[config.mk]
export PLATFORM = sky130hd
export DESIGN_NAME = output_layer_acc
export DESIGN_NICKNAME = d
export VERILOG_FILES = /design/src/rtl/fnn_pkg.sv /design/src/rtl/output_layer_acc_mac_unit.sv /design/src/rtl/output_layer_acc.sv
export SDC_FILE = /design/constraint.sdc
export NUM_CORES = 1
export LEC_CHECK = 0
export BUFFER_PORTS_ARGS = -buffer_cell sky130_fd_sc_hd__buf_2
export CAP_MARGIN = 0
export CELL_PAD_IN_SITES_DETAIL_PLACEMENT = 0
export CELL_PAD_IN_SITES_GLOBAL_PLACEMENT = 2
export CORE_UTILIZATION = 30
export CTS_CLUSTER_DIAMETER = 120
export DETAILED_ROUTE_END_ITERATION = 8
export GPL_TIMING_DRIVEN = 1
export PLACE_DENSITY = 0.8
export SLEW_MARGIN = 10
export SYNTH_ARGS = -nofsm -noshare
export SYNTH_HDL_FRONTEND = slang
export SYNTH_SLANG_ARGS = --single-unit
[constraint.sdc]
create_clock -name clk -period 5.3 [get_ports clk]
set_clock_uncertainty 0.05 [all_clocks]
set_input_delay 0.53 -clock clk [delete_from_list [all_inputs] [get_ports clk]]
set_output_delay 0.53 -clock clk [all_outputs]
set_load 0.02 [all_outputs]
[src/rtl/fnn_pkg.sv]
// Shared constants, FSM state type and score post-processing for the output layer.
package fnn_pkg;

    localparam int unsigned N_IN  = 30;
    localparam int unsigned N_OUT = 10;
    localparam int unsigned DW    = 8;
    localparam int unsigned WW    = 8;

    // Wide working width so one helper serves any accumulator width up to 64 bits.
    localparam int unsigned SAT_W = 64;

    typedef enum logic [1:0] {
        IDLE  = 2'd0,
        RUN   = 2'd1,
        DRAIN = 2'd2,
        DONE  = 2'd3
    } state_t;

    // ReLU, arithmetic right shift, then clamp to an unsigned dw-bit range.
    function automatic logic [31:0] sat_relu(input logic signed [SAT_W-1:0] r,
                                             input int unsigned             shift,
                                             input int unsigned             dw);
        logic signed [SAT_W-1:0] s;
        logic        [SAT_W-1:0] maxv;
        logic        [31:0]      res;
        maxv = (SAT_W'(1) << dw) - SAT_W'(1);
        s    = r >>> shift;
        if (r[SAT_W-1]) begin
            res = '0;
        end else if ($unsigned(s) > maxv) begin
            res = 32'(maxv);
        end else begin
            res = 32'(s);
        end
        return res;
    endfunction

endpackage

[src/rtl/output_layer_acc_mac_unit.sv]
// Unsigned-activation by signed-weight multiply with a clearable accumulator.
module mac_unit #(
    parameter int unsigned DW   = 8,
    parameter int unsigned WW   = 8,
    parameter int unsigned ACCW = 22
) (
    input  logic                   clk,
    input  logic                   rst,
    input  logic                   clr,
    input  logic                   en,
    input  logic [DW-1:0]          x,
    input  logic [WW-1:0]          w,
    output logic signed [ACCW-1:0] acc
);

    localparam int unsigned PW = DW + WW + 1;

    logic signed [PW-1:0] xs;
    logic signed [PW-1:0] ws;
    logic signed [PW-1:0] prod;

    // Activation gets a zero sign bit; the product always fits in PW bits.
    assign xs   = PW'($signed({1'b0, x}));
    assign ws   = PW'($signed(w));
    assign prod = xs * ws;

    always_ff @(posedge clk) begin
        if (rst || clr) begin
            acc <= '0;
        end else if (en) begin
            acc <= acc + ACCW'(prod);
        end
    end

endmodule

[src/rtl/output_layer_acc.sv]
// Output-layer MAC engine: streams weights from a synchronous ROM, one multiply
// per cycle, and packs ReLU-saturated class scores for the argmax stage.
module output_layer_acc #(
    parameter int unsigned N_IN  = fnn_pkg::N_IN,
    parameter int unsigned N_OUT = fnn_pkg::N_OUT,
    parameter int unsigned DW    = fnn_pkg::DW,
    parameter int unsigned WW    = fnn_pkg::WW,
    parameter int unsigned SHIFT = 0,
    parameter int unsigned ACCW  = DW + WW + $clog2(N_IN + 1) + 1
) (
    input  logic                                        clk,
    input  logic                                        rst,
    input  logic                                        start,
    input  logic [N_IN*DW-1:0]                          x_in,
    output logic [$clog2(N_OUT*(N_IN+1))-1:0]           w_addr,
    output logic                                        w_en,
    input  logic [WW-1:0]                               w_data,
    output logic                                        busy,
    output logic                                        done,
    output logic [N_OUT*DW-1:0]                         scores,
    output logic                                        scores_valid
);

    import fnn_pkg::*;

    localparam int unsigned M  = N_OUT * (N_IN + 1);
    localparam int unsigned AW = $clog2(M);
    localparam int unsigned IW = $clog2(N_IN + 1);
    localparam int unsigned JW = (N_OUT > 1) ? $clog2(N_OUT) : 1;

    state_t state;
    state_t state_nx;
    logic   accept;
    logic   last_issue;

    logic [IW-1:0]      i_cnt;
    logic [JW-1:0]      j_cnt;
    logic               rd_vld;
    logic [IW-1:0]      rd_i;
    logic [JW-1:0]      rd_j;
    logic [N_IN*DW-1:0] x_sh;

    logic                   is_bias;
    logic                   mac_en;
    logic                   mac_clr;
    logic signed [ACCW-1:0] acc;
    logic signed [ACCW-1:0] r_sum;
    logic [DW-1:0]          relu_q;

    // Next-state decode
    always_comb begin
        state_nx   = state;
        accept     = 1'b0;
        last_issue = 1'b0;
        case (state)
            IDLE: begin
                if (start) begin
                    state_nx = RUN;
                    accept   = 1'b1;
                end
            end
            RUN: begin
                if (w_addr == AW'(M - 1)) begin
                    state_nx   = DRAIN;
                    last_issue = 1'b1;
                end
            end
            DRAIN:   state_nx = DONE;
            DONE:    state_nx = IDLE;
            default: state_nx = IDLE;
        endcase
    end

    // Returned ROM word: weight words feed the MAC, the bias word finishes a neuron.
    assign is_bias = (rd_i == IW'(N_IN));
    assign mac_en  = rd_vld && !is_bias;
    assign mac_clr = accept || (rd_vld && is_bias);
    assign r_sum   = acc + ACCW'($signed(w_data));
    assign relu_q  = DW'(sat_relu(SAT_W'(r_sum), SHIFT, DW));

    mac_unit #(
        .DW   (DW),
        .WW   (WW),
        .ACCW (ACCW)
    ) u_mac (
        .clk (clk),
        .rst (rst),
        .clr (mac_clr),
        .en  (mac_en),
        .x   (x_sh[DW-1:0]),
        .w   (w_data),
        .acc (acc)
    );

    always_ff @(posedge clk) begin
        if (rst) begin
            state        <= IDLE;
            busy         <= 1'b0;
            done         <= 1'b0;
            w_en         <= 1'b0;
            w_addr       <= '0;
            i_cnt        <= '0;
            j_cnt        <= '0;
            rd_vld       <= 1'b0;
            rd_i         <= '0;
            rd_j         <= '0;
            x_sh         <= '0;
            scores       <= '0;
            scores_valid <= 1'b0;
        end else begin
            state  <= state_nx;
            busy   <= (state_nx == RUN) || (state_nx == DRAIN);
            done   <= (state_nx == DONE);
            w_en   <= (state_nx == RUN);
            rd_vld <= (state == RUN);
            rd_i   <= i_cnt;
            rd_j   <= j_cnt;
            if (accept) begin
                w_addr       <= '0;
                i_cnt        <= '0;
                j_cnt        <= '0;
                x_sh         <= x_in;
                scores_valid <= 1'b0;
            end else begin
                if ((state == RUN) && !last_issue) begin
                    w_addr <= w_addr + AW'(1);
                    if (i_cnt == IW'(N_IN)) begin
                        i_cnt <= '0;
                        j_cnt <= j_cnt + JW'(1);
                    end else begin
                        i_cnt <= i_cnt + IW'(1);
                    end
                end
                // Rotate so the next activation is always in the low slot.
                if (mac_en) begin
                    x_sh <= {x_sh[DW-1:0], x_sh[N_IN*DW-1:DW]};
                end
                if (rd_vld && is_bias) begin
                    scores[DW*int'(rd_j) +: DW] <= relu_q;
                end
                if (state_nx == DONE) begin
                    scores_valid <= 1'b1;
                end
            end
        end
    end

endmodule

==> impl_metrics.yaml <==
yosys:
  syn_area_sq_um: 19100
  yosys.area.top_type: "dfxtp_1"
  synth_cells: 2355
  synth_fa_ha_area_frac: 0.119
  synthFlopType: "dfxtp_1"
  synth-simple-area-share: 0.232
  yosys.area_share.xor_xnor: 0.0215
  synth-compound-area-share: 0.182
  syn_avg_cell_area_sq_um: 8.12
  yosys_warnings: 0
  yosysMostFrequentCell: "nand2_1"
  synthMuxAreaShare: 0.00164
  async_flop_share: 0
  synth_top_area_frac: 0.394
  synth.distinct_cells: 62
  synthTopCellsByCount: "nand2_1, dfxtp_1, nor2_1, a311oi_1, clkbuf_1"
  synth_seq_area_share: 0.394
  synth_area_leaders: "dfxtp_1, nand2_1, a311oi_1"
  synth_fp_nets: 2754
  synth_edf_count: 0
  synth_top_family_by_area: "simple AND/OR/NAND/NOR gates"
  synth.ff_latch_count: 376
global_route:
  grt.total_usage: 0.187
  grt_pass1_vias: 17000
  gr-total-overflow: 0
  grt_pass1_wl_um: 95700
  grt_max_degree: 201
  antenna_found_initial: 30
power:
  p_leak_nw: 9.83
  powerDensity_nw_per_um2: 342
  ir_worst_vdd_v: 0.000212
die:
  start_util: 0.304
  die_area_sq_um: 64700
  ios: 344
  core-area_sq_um: 63000
  row_count: 92
  fp.dieW_um: 254
  die_y_um: 254
place:
  place_area_sq_um: 21800
  hpwl_um: 44100
  io_buffer_count: 343
  gp_congestion: 0.904
  dp_slack_ps: -293
  dp.cells: 3442
critical_path:
  r2r_cells: 17
  required_ps: 5660
  crit_arrival_ps: 5400
  cp_max_fo: 2
  r2r_setup_slack_ps: 270
  r2r-end: "u_mac.acc[21]"
  cp-end-kind: "flop"
  timing.rr.start: "x_sh[0]"
  startpoint_type: "flop"
  worstSetupPathType: "reg -> reg"
route:
  via_per_inst: 4.96
  wirelength_um: 62300
  first_iter_violations: 1041
  dr.pass1.iters: 5
  avgRoutedWirePerCell_um: 17.6
  dr_total_vias: 17600
  antenna_left: 0
  post-route-drc-count: 0
clocking:
  cts-root-buf: "clkbuf_16"
  h-tree-depth: 2
  clock-sinks: 376
  cts_tree: "done"
  cts_setup_buffers: 0
  worstSkewPairLatency_ps: 580
  cts_buffer_depth: 3
  cts_buffers: 46
  cts_hold_buffers: 0
  cts.clk_slew.worst_paths_ps: 60
run:
  cap_violations: 0
finish:
  num-nets-final: 3043
  nFillCells: 6683
  stdcell_count: 3537
  layout-drive-gt1-share: 0.190
  syn2layout_area_growth_pct: 22.9
  design_area_sq_um: 23500
sta:
  finalHoldViolations: 0
  setup_viol: 0
  fmax_ghz: 0.199
  drv_slew: 0
  slew_headroom: 0.193
  rsz0062_at_grt: "no"
  worst_pin_slew_ps: 1210
  worst_slack_ps: 269
  period_minus_slack_ps: 5030
  holdWs_ps: 184
  tns_ps: 0
  fin_crit_sh: 0.949
worst_hold_path:
  min-delay-start: "x_in[164]"
  min_to: "x_sh[164]"
  hp-class: "in -> reg"
  min_path_cells: 3
outcome:
  outcome: "finished clean"
[cell families (layout without fill, tap and decap cells)]
family	count (synthesis)	in the layout
and+or+nand+nor	1058	1058
buffers and inverters	256	581
DFF	376	376
adders and majority gates	148	148
other	0	11
xor gates and xnor gates	47	47
AOI/OAI and AO/OA	467	467
muxes	3	3
[worst max-delay path, cell delays in order, from the launching register on]
cell	delay (ps)
dfxtp_1	300
nand2b_1	160
fa_1	520
fa_1	550
inv_1	60
fa_1	550
fa_1	450
fa_1	480
ha_1	310
o21ai_0	110
o21ai_1	210
nand2_1	130
o311ai_2	240
o311a_1	250
a211oi_2	90
a21oi_1	190
xnor2_1	140
a21oi_1	80
[through the flow]
step | util | power [W]
6_report | 0.373 | 0.00804
5_1_grt | 0.373 | 0.00848
4_1_cts | 0.372 | 0.00815
3_5_place_dp | 0.346 | 0.00471
3_3_place_gp | 0.346 | 0.00470
2_1_floorplan | - | 0.00420
[area by class of cell]
| type | count | area (sq um) | share of cell area |
|---|---|---|---|
| antenna | 11 | 27.5 | 0.00117 |
| clock buffer | 64 | 1330 | 0.0566 |
| clock inverter | 20 | 304 | 0.0129 |
| inverter | 95 | 357 | 0.0152 |
| multi-input combinational | 1723 | 10700 | 0.454 |
| sequential | 376 | 7530 | 0.320 |
| tap | 846 | 1060 | 0.0451 |
| timing repair buffer | 402 | 2220 | 0.0945 |
[power by group]
group / internal, W / switching [W]
clock network: 0.00206 / 0.00133
registers: 0.00302 / 0.000111
logic: 0.000638 / 0.000889
[cell usage in the layout (no fill, tap or decap), types with 8 or more instances in the layout]
cell type / count
a21o_1: 9
a21oi_1: 52
a311oi_1: 241
and2_1: 29
and3_1: 12
buf_2: 342
buf_4: 55
clkbuf_16: 46
clkbuf_8: 11
dfxtp_1: 375
diode_2: 11
fa_1: 57
ha_1: 91
inv_1: 95
nand2_1: 621
nand2b_1: 13
nand3_1: 14
nand4_1: 11
nor2_1: 304
nor2b_1: 16
nor3_1: 8
o21ai_0: 17
o21ai_1: 86
o22ai_1: 9
xnor2_1: 19
xor2_1: 28
[how the worst max path moves through the flow]
stage,start,slack [ps],endpoint
2_1_floorplan,w_data[1],120,u_mac.acc[21]
3_3_place_gp,w_data[7],-310,u_mac.acc[21]
3_5_place_dp,w_data[7],-290,u_mac.acc[21]
4_1_cts,x_sh[5],30,u_mac.acc[21]
5_1_grt,x_sh[3],2,u_mac.acc[21]
6_report,x_sh[0],270,u_mac.acc[21]
[per-layer routing]
metal | share of wire | vias up | wire length, um | global-route usage
li1 | - | 8701 | - | -
met1 | 0.44 | 8336 | 27100 | 0.232
met2 | 0.48 | 376 | 29800 | 0.317
met3 | 0.061 | 103 | 3820 | 0.0498
met4 | 0.020 | 40 | 1250 | 0.0511
met5 | 0.0041 | - | 253 | 0
[state kept, by name, summed over array words and instances (netlist names)]
register / flops
x_sh: 240
scores: 80
u_mac.acc: 22
w_addr: 9
i_cnt: 5
rd_i: 5
j_cnt: 4
rd_j: 4
state: 2
busy: 1
done: 1
rd_vld: 1
scores_valid: 1
w_en: 1
[what timing repair did]
action                     in CTS  in global routing
setup endpoints to repair       1                  5
gates resized for setup         1                  5
pin swaps                       0                  6
No activity file was read; power rests on OpenSTA's default activity.
